[src/rtl/rr_grant_arbiter.sv]
// Round-robin arbiter for 8 requesters: grants one at a time, holds until the
// winner releases or MAX_HOLD cycles elapse, then always passes through IDLE.
module rr_grant_arbiter #(
  parameter int N_REQ    = 8,
  parameter int IDX_W    = 3,
  parameter int MAX_HOLD = 16,
  parameter int HOLD_W   = 16
) (
  input  logic             clk,
  input  logic             rst,
  input  logic [N_REQ-1:0] req,
  output logic [N_REQ-1:0] grant,
  output logic [IDX_W-1:0] grant_idx,
  output logic             grant_valid,
  output logic             timeout
);

  typedef enum logic {IDLE, GRANT} state_t;

  state_t             state, state_nxt;
  logic [IDX_W-1:0]   idx, idx_nxt;
  logic [IDX_W-1:0]   ptr, ptr_nxt;
  logic [HOLD_W-1:0]  hold, hold_nxt;
  logic               timeout_nxt;

  logic [2*N_REQ-1:0] req_dbl;
  logic [N_REQ-1:0]   req_rot;
  logic [IDX_W-1:0]   offset;
  logic [IDX_W-1:0]   winner;

  // Rotating req so that bit 0 is the pointer position turns the circular
  // scan into a plain lowest-set-bit search.
  assign req_dbl = {req, req};
  assign req_rot = req_dbl[{1'b0, ptr} +: N_REQ];

  always_comb begin
    offset = '0;
    for (int k = N_REQ - 1; k >= 0; k--) begin
      if (req_rot[k]) offset = IDX_W'(k);
    end
  end

  assign winner = ptr + offset;

  always_ff @(posedge clk) begin
    if (rst) begin
      state   <= IDLE;
      idx     <= '0;
      ptr     <= '0;
      hold    <= '0;
      timeout <= 1'b0;
    end else begin
      state   <= state_nxt;
      idx     <= idx_nxt;
      ptr     <= ptr_nxt;
      hold    <= hold_nxt;
      timeout <= timeout_nxt;
    end
  end

  always_comb begin
    state_nxt   = state;
    idx_nxt     = idx;
    ptr_nxt     = ptr;
    hold_nxt    = hold;
    timeout_nxt = 1'b0;
    case (state)
      IDLE: begin
        idx_nxt  = '0;
        hold_nxt = '0;
        if (|req) begin
          state_nxt = GRANT;
          idx_nxt   = winner;
          hold_nxt  = HOLD_W'(1);
          ptr_nxt   = winner + IDX_W'(1);
        end
      end
      GRANT: begin
        // Release is checked first so a drop on the last allowed cycle is not a timeout.
        if (!req[idx]) begin
          state_nxt = IDLE;
          idx_nxt   = '0;
          hold_nxt  = '0;
        end else if (hold == HOLD_W'(MAX_HOLD)) begin
          state_nxt   = IDLE;
          idx_nxt     = '0;
          hold_nxt    = '0;
          timeout_nxt = 1'b1;
        end else begin
          hold_nxt = hold + HOLD_W'(1);
        end
      end
      default: begin
        state_nxt = IDLE;
        idx_nxt   = '0;
        hold_nxt  = '0;
      end
    endcase
  end

  always_comb begin
    grant = '0;
    if (state == GRANT) grant[idx] = 1'b1;
  end

  assign grant_idx   = idx;
  assign grant_valid = (state == GRANT);

endmodule

[config.mk]
export PLATFORM = sky130hd
export DESIGN_NAME = rr_grant_arbiter
export DESIGN_NICKNAME = d
export VERILOG_FILES = /design/src/rtl/rr_grant_arbiter.sv
export SDC_FILE = /design/constraint.sdc
export NUM_CORES = 1
export LEC_CHECK = 0
export CAP_MARGIN = 10
export CORE_MARGIN = 2
export CORE_UTILIZATION = 55
export DETAILED_ROUTE_END_ITERATION = 12
export MAX_ROUTING_LAYER = met4
export PLACE_DENSITY = 0.82
export SYNTH_ARGS = -nofsm -noshare
export SYNTH_HDL_FRONTEND = slang
export SYNTH_SLANG_ARGS = --single-unit
export TNS_END_PERCENT = 100
[constraint.sdc]
create_clock -name clk -period 4.45 [get_ports clk]
set_input_delay 1.335 -clock clk [delete_from_list [all_inputs] [get_ports clk]]
set_output_delay 1.335 -clock clk [all_outputs]
set_load 0.01 [all_outputs]
==> results of run 1 <==
[cells in the mapped netlist (2+ instances only)]
cell type / n
nor2_1: 30
dfxtp_1: 24
nand2_1: 24
a21oi_1: 16
inv_1: 15
nand3_1: 10
o21ai_0: 10
xor2_1: 10
buf_2: 9
mux2i_1: 8
xnor2_1: 8
and3_1: 7
nor3_1: 7
nor2b_1: 5
a211oi_1: 4
ha_1: 4
nand2b_1: 4
a31oi_1: 3
clkbuf_1: 3
nor4_1: 3
o211ai_1: 3
o22ai_1: 3
buf_6: 2
nand4_1: 2
nor4b_1: 2
o2111ai_1: 2
[power breakdown]
part           total, W  leakage [nW]  internal, W  switching, W
clock network  0.000156        0.0279    0.0000911     0.0000647
registers      0.000305         0.195     0.000245     0.0000597
logic          0.000551         0.640     0.000257      0.000294
[area by class of cell]
type	count	area (um2)
multi-input cells	184	1160
inverters	15	56.3
well taps	44	55.1
fillers	250	848
repair buffers	45	400
flip-flops and latches	24	480
clock buffers	3	22.5
clock inverters	1	30.0
[worst paths after layout]
check / start / end / depth (start not counted)
worst max-delay path: req[7] / ptr[2] / 15
worst min-delay path: hold[15] / hold[15] / 2
worst max register to register: ptr[1] / ptr[2] / 14
worst min register to register: hold[15] / hold[15] / 2
[worst max-delay path: cells and delay by family]
kind | cells | cell delay (ns)
AOI/OAI and AO/OA | 5 | 0.79
xor gates and xnor gates | 2 | 0.37
adders and majority gates | 3 | 0.85
buffers and inverters | 1 | 0.55
muxes | 1 | 0.26
and+or+nand+nor | 3 | 0.39
[per-stage QoR]
stage	cell area, um2	hold WS [ns]
after floorplan	1780	0.480
after global placement	2140	0.499
after detailed placement	2140	0.511
after CTS	2200	0.544
after global routing	2200	0.571
final	2200	0.538
[registers in the layout (all words and copies together), names as in the netlist]
| register | count |
|---|---|
| grant_idx | 3 |
| grant_valid | 1 |
| hold | 16 |
| ptr | 3 |
| timeout | 1 |
[cell families (layout without fill, tap and decap cells)]
kind of cell	after synthesis	count (layout)	synth area share, %
flip-flops	24	24	27.0
XOR/XNOR	18	18	8.86
AND/OR/NAND/NOR	97	97	26.1
buffers and inverters	30	64	7.81
adder cells (fa/ha/maj)	5	5	3.94
multiplexers	9	9	5.13
AO/OA/AOI/OAI	55	55	21.2
[routing by layer]
layer	up-vias	global-route usage [%]	share of wire, %
met5	-	-	0
met3	6	5.33	7.2
met2	73	38.9	44
met4	0	3.42	0.84
met1	790	34.1	48
li1	904	-	-
==> flow_metrics.env, run 1 <==
export IMPL_status="finished, final reports clean"
export IMPL_antennaDiodeCount=0
export IMPL_finalHoldViolations=0
export IMPL_cts_tree="built"
export IMPL_finClkSkew_ns=0.00495
export IMPL_synthArstFlopShare_pct=0
export IMPL_io_buffers=22
export IMPL_timing_setup_tns_ns=0
export IMPL_grt_pass1_vias=1566
export IMPL_slowest_stage="clkdlybuf4s50_1"
export IMPL_worst_slack_ns=0.145
export IMPL_fin_total_pwr_w=0.00101
export IMPL_ioPinCount=23
export IMPL_setup_worst_path_end_class="flip-flop"
export IMPL_htreeDepth=1
export IMPL_routed_wirelength_mm=4.18
export IMPL_layout_cells_non_filler=316
export IMPL_p_per_area_mw_per_mm2=459
export IMPL_dp_cells=312
export IMPL_grt_max_degree=21
export IMPL_synth_edf_count=0
export IMPL_drv_cap=0
export IMPL_track_usage_pct=24.9
export IMPL_gp_congestion=0.949
export IMPL_pre_cts_slack_ns=-0.114
export IMPL_power_leakage_nw=0.863
export IMPL_post_route_period_util_pct=96.7
export IMPL_ys_seq_area_share_pct=27.0
export IMPL_post_cts_resized=0
export IMPL_numCtsBuffers=3
export IMPL_drive_above_1_share_pct=12.1
export IMPL_cts_clk_slew_worst_paths_ns=0.13
export IMPL_grt_pass1_wl_mm=6.85
export IMPL_synth_top_area_share_pct=27.0
export IMPL_hold_class="flip-flop to flip-flop"
export IMPL_synth_area_mm2=0.00178
export IMPL_rsz0062_at_grt="false"
export IMPL_hpwl_mm=3.18
export IMPL_layout_commonest_cell="nor2_1"
export IMPL_crit_type="input port to flip-flop"
export IMPL_layout_nets=288
export IMPL_antenna_found_initial=0
export IMPL_slowest_delay_ns=0.55
export IMPL_synthTopCellsByArea="dfxtp_1, nor2_1, nand2_1"
export IMPL_cp_arrival_ns=4.53
export IMPL_synth_cell_type_count=46
export IMPL_cts_root_buffer="clkbuf_4"
export IMPL_initial_core_util_pct=58.3
export IMPL_vdd_ir_drop_worst_mv=0.296
export IMPL_grt_overflow=0
export IMPL_setup_reg_to_reg_worst_slack_ns=0.83
export IMPL_drt_pass1_iter_count=4
export IMPL_hold_buffers=0
export IMPL_syn_num_nets=253
export IMPL_yosysWarnings=0
export IMPL_ys_seq_elements=24
export IMPL_synth_avg_cell_area_um2=7.48
export IMPL_vias=1773
export IMPL_syn_to_final_growth_pct=23.9
export IMPL_relSlewSlack_pct=56.2
export IMPL_die_w_um=60.9
export IMPL_tightestPinTransition_ns=0.657
export IMPL_dr_first_iter_drc_count=127
export IMPL_post_cts_buffers=0
export IMPL_rows=20
export IMPL_die_height_um=60.9
export IMPL_cts_max_path_buffers=2
export IMPL_startpoint_type="input port"
export IMPL_vias_per_cell=5.61
export IMPL_cp_max_fo=7
export IMPL_setup_viol=0
export IMPL_clk_latency_ns=0.31
export IMPL_antenna_left=0
export IMPL_wire_per_inst_um=13.2
export IMPL_finalMaxSlewViolations=0
export IMPL_syn_inst=238
export IMPL_final_cell_mix="nor2_1, nand2_1, dfxtp_1"
export IMPL_die_area_mm2=0.00371
export IMPL_coreArea_mm2=0.00305
export IMPL_synth_main_ff_cell="dfxtp_1"
export IMPL_min_period_ns=4.31
export IMPL_crit_path_cell_trace="clkdlybuf4s50_1 -> mux2i_1 -> nand2_1 -> nor3b_1 -> nor4_1 -> a21oi_1 -> o21ai_0 -> o21ai_0 -> ha_1 -> fa_1 -> ha_1 -> xor2_1 -> xnor2_1 -> a21oi_1 -> a31o_1"
export IMPL_synth_top_cell_by_area="dfxtp_1"
export IMPL_fin_util_pct=72.2
export IMPL_cp_required_ns=4.68
export IMPL_clock_sinks=24
export IMPL_fmax_mhz=232
export IMPL_drc=0
No activity file was read; power rests on OpenSTA's default activity.
==> run 2: changes to the inputs <==
- RECOVER_POWER: unset -> 50
==> flow_metrics.env, run 2 (same netlist as run 1, synthesis figures left out) <==
export IMPL_cp_max_fo=7
export IMPL_cts_tree="built"
export IMPL_grt_pass1_wl_mm=6.85
export IMPL_cts_clk_slew_worst_paths_ns=0.13
export IMPL_multi_input_area_mm2=0.00116
export IMPL_clock_sinks=24
export IMPL_tightestPinTransition_ns=0.669
export IMPL_vias=1768
export IMPL_finalHoldViolations=0
export IMPL_fillerInstances=252
export IMPL_pre_cts_slack_ns=-0.114
export IMPL_grt_overflow=0
export IMPL_use_met1_pct=34.1
export IMPL_cts_root_buffer="clkbuf_4"
export IMPL_p_per_area_mw_per_mm2=454
export IMPL_cp_top_family="adder cells"
export IMPL_finClkSkew_ns=0.00276
export IMPL_worst_slack_ns=0.141
export IMPL_hold_buffers=0
export IMPL_die_area_mm2=0.00371
export IMPL_track_usage_pct=24.9
export IMPL_gp_congestion=0.949
export IMPL_numCtsBuffers=3
export IMPL_final_cell_mix="nor2_1, nand2_1, dfxtp_1"
export IMPL_final_seq_area_um2=480
export IMPL_power_leakage_nw=0.898
export IMPL_finalMaxSlewViolations=0
export IMPL_dr_first_iter_drc_count=125
export IMPL_largest_reg_flops=16
export IMPL_status="finished, final reports clean"
export IMPL_rows=20
export IMPL_coreArea_mm2=0.00305
export IMPL_cp_arrival_ns=4.53
export IMPL_htreeDepth=1
export IMPL_setup_viol=0
export IMPL_die_height_um=60.9
export IMPL_fmax_mhz=232
export IMPL_top_usage_layer="met2"
export IMPL_layout_nets=288
export IMPL_setup_worst_path_end_class="flip-flop"
export IMPL_top_register="hold"
export IMPL_grt_pass1_vias=1566
export IMPL_drt_pass1_iter_count=4
export IMPL_min_period_ns=4.31
export IMPL_whs_ns=0.538
export IMPL_vdd_ir_drop_worst_mv=0.295
export IMPL_drv_cap=0
export IMPL_wire_per_inst_um=13.2
export IMPL_rsz0062_at_grt="false"
export IMPL_final_area_mm2=0.00220
export IMPL_cts_max_path_buffers=2
export IMPL_syn_to_final_growth_pct=23.7
export IMPL_hpwl_mm=3.18
export IMPL_antennaDiodeCount=0
export IMPL_relSlewSlack_pct=55.4
export IMPL_slowest_delay_ns=0.55
export IMPL_hold_class="flip-flop to flip-flop"
export IMPL_layout_commonest_cell="nor2_1"
export IMPL_setup_reg_to_reg_worst_slack_ns=0.81
export IMPL_ioPinCount=23
export IMPL_die_w_um=60.9
export IMPL_drive_above_1_share_pct=11.8
export IMPL_post_route_period_util_pct=96.8
export IMPL_routed_wirelength_mm=4.17
export IMPL_grt_max_degree=21
export IMPL_cp_num_buf_inv=1
export IMPL_io_buffers=22
export IMPL_startpoint_type="input port"
export IMPL_vias_per_cell=5.59
export IMPL_antenna_left=0
export IMPL_use_met2_pct=38.9
export IMPL_met3_usage_pct=5.33
export IMPL_crit_path_cell_trace="clkdlybuf4s50_1 -> mux2i_1 -> nand2_1 -> nor3b_1 -> nor4_1 -> a21oi_1 -> o21ai_0 -> o21ai_0 -> ha_1 -> fa_1 -> ha_1 -> xor2_1 -> xnor2_1 -> a21oi_1 -> a31o_1"
export IMPL_slowest_stage="clkdlybuf4s50_1"
export IMPL_antenna_found_initial=0
export IMPL_clk_latency_ns=0.31
export IMPL_cp_required_ns=4.67
export IMPL_crit_type="input port to flip-flop"
export IMPL_initial_core_util_pct=58.3
export IMPL_placed_area_mm2=0.00214
export IMPL_drc=0
==> run 2: cell count changes in the layout (fill, tap and decap cells not counted) <==
cell             change
buf_4                -1
clkbuf_1             +1
dlygate4sd3_1       +13
clkdlybuf4s50_1     -13
==> run 2: worst min-delay path, delay by kind of cell, from the launching register on <==
family	cells	cell delay, ns
DFF	1	0.37
xor gates and xnor gates	1	0.08
and+or+nand+nor	1	0.07
==> run 2: area by class of cell <==
| type | instances | area share [%] |
|---|---|---|
| Sequential cell | 24 | 21.8 |
| Clock buffer | 3 | 1.02 |
| Multi-Input combinational cell | 184 | 52.7 |
| Clock inverter | 1 | 1.36 |
| Timing Repair Buffer | 45 | 18.0 |
| Tap cell | 44 | 2.50 |
| Inverter | 15 | 2.56 |
==> run 2: timing repair <==
item / CTS / global route
gates resized for setup: 0 / 3
endpoints found under the setup margin: 0 / 1
buffers inserted: 0 / 0
==> run 2: metrics by stage <==
step,instances,TNS [ns],total power (W),util (%)
floorplan,238,0,0.000685,-
global placement,312,-0.0244,0.000837,70.2
detailed placement,312,-0.114,0.000852,70.2
CTS,316,0,0.00101,72.0
global route,316,0,0.00108,72.1
finish,316,0,0.00100,72.1
==> run 2: final timing paths <==
path	startpoint	cells after the start	endpoint
worst max-delay path	req[7]	15	ptr[2]
worst min-delay path	hold[15]	2	hold[15]
worst max register to register	ptr[1]	14	ptr[2]
worst min register to register	hold[15]	2	hold[15]
==> run 2: power by group <==
group          internal (W)  switching (W)
Clock             0.0000911      0.0000640
Combinational      0.000248       0.000292
Sequential         0.000245      0.0000593
==> run 2: per-layer routing <==
layer | routed length [um] | share of wire [%] | vias up
met4 | 35 | 0.84 | 0
li1 | - | - | 903
met5 | 0 | 0 | -
met1 | 1990 | 48 | 789
met2 | 1840 | 44 | 70
met3 | 294 | 7.1 | 6
==> run 3: changes to the inputs <==
- CTS_CLUSTER_SIZE: unset -> 14
==> results of run 3 <==
The final DEF is identical to that of run 2; final timing and power are the same.
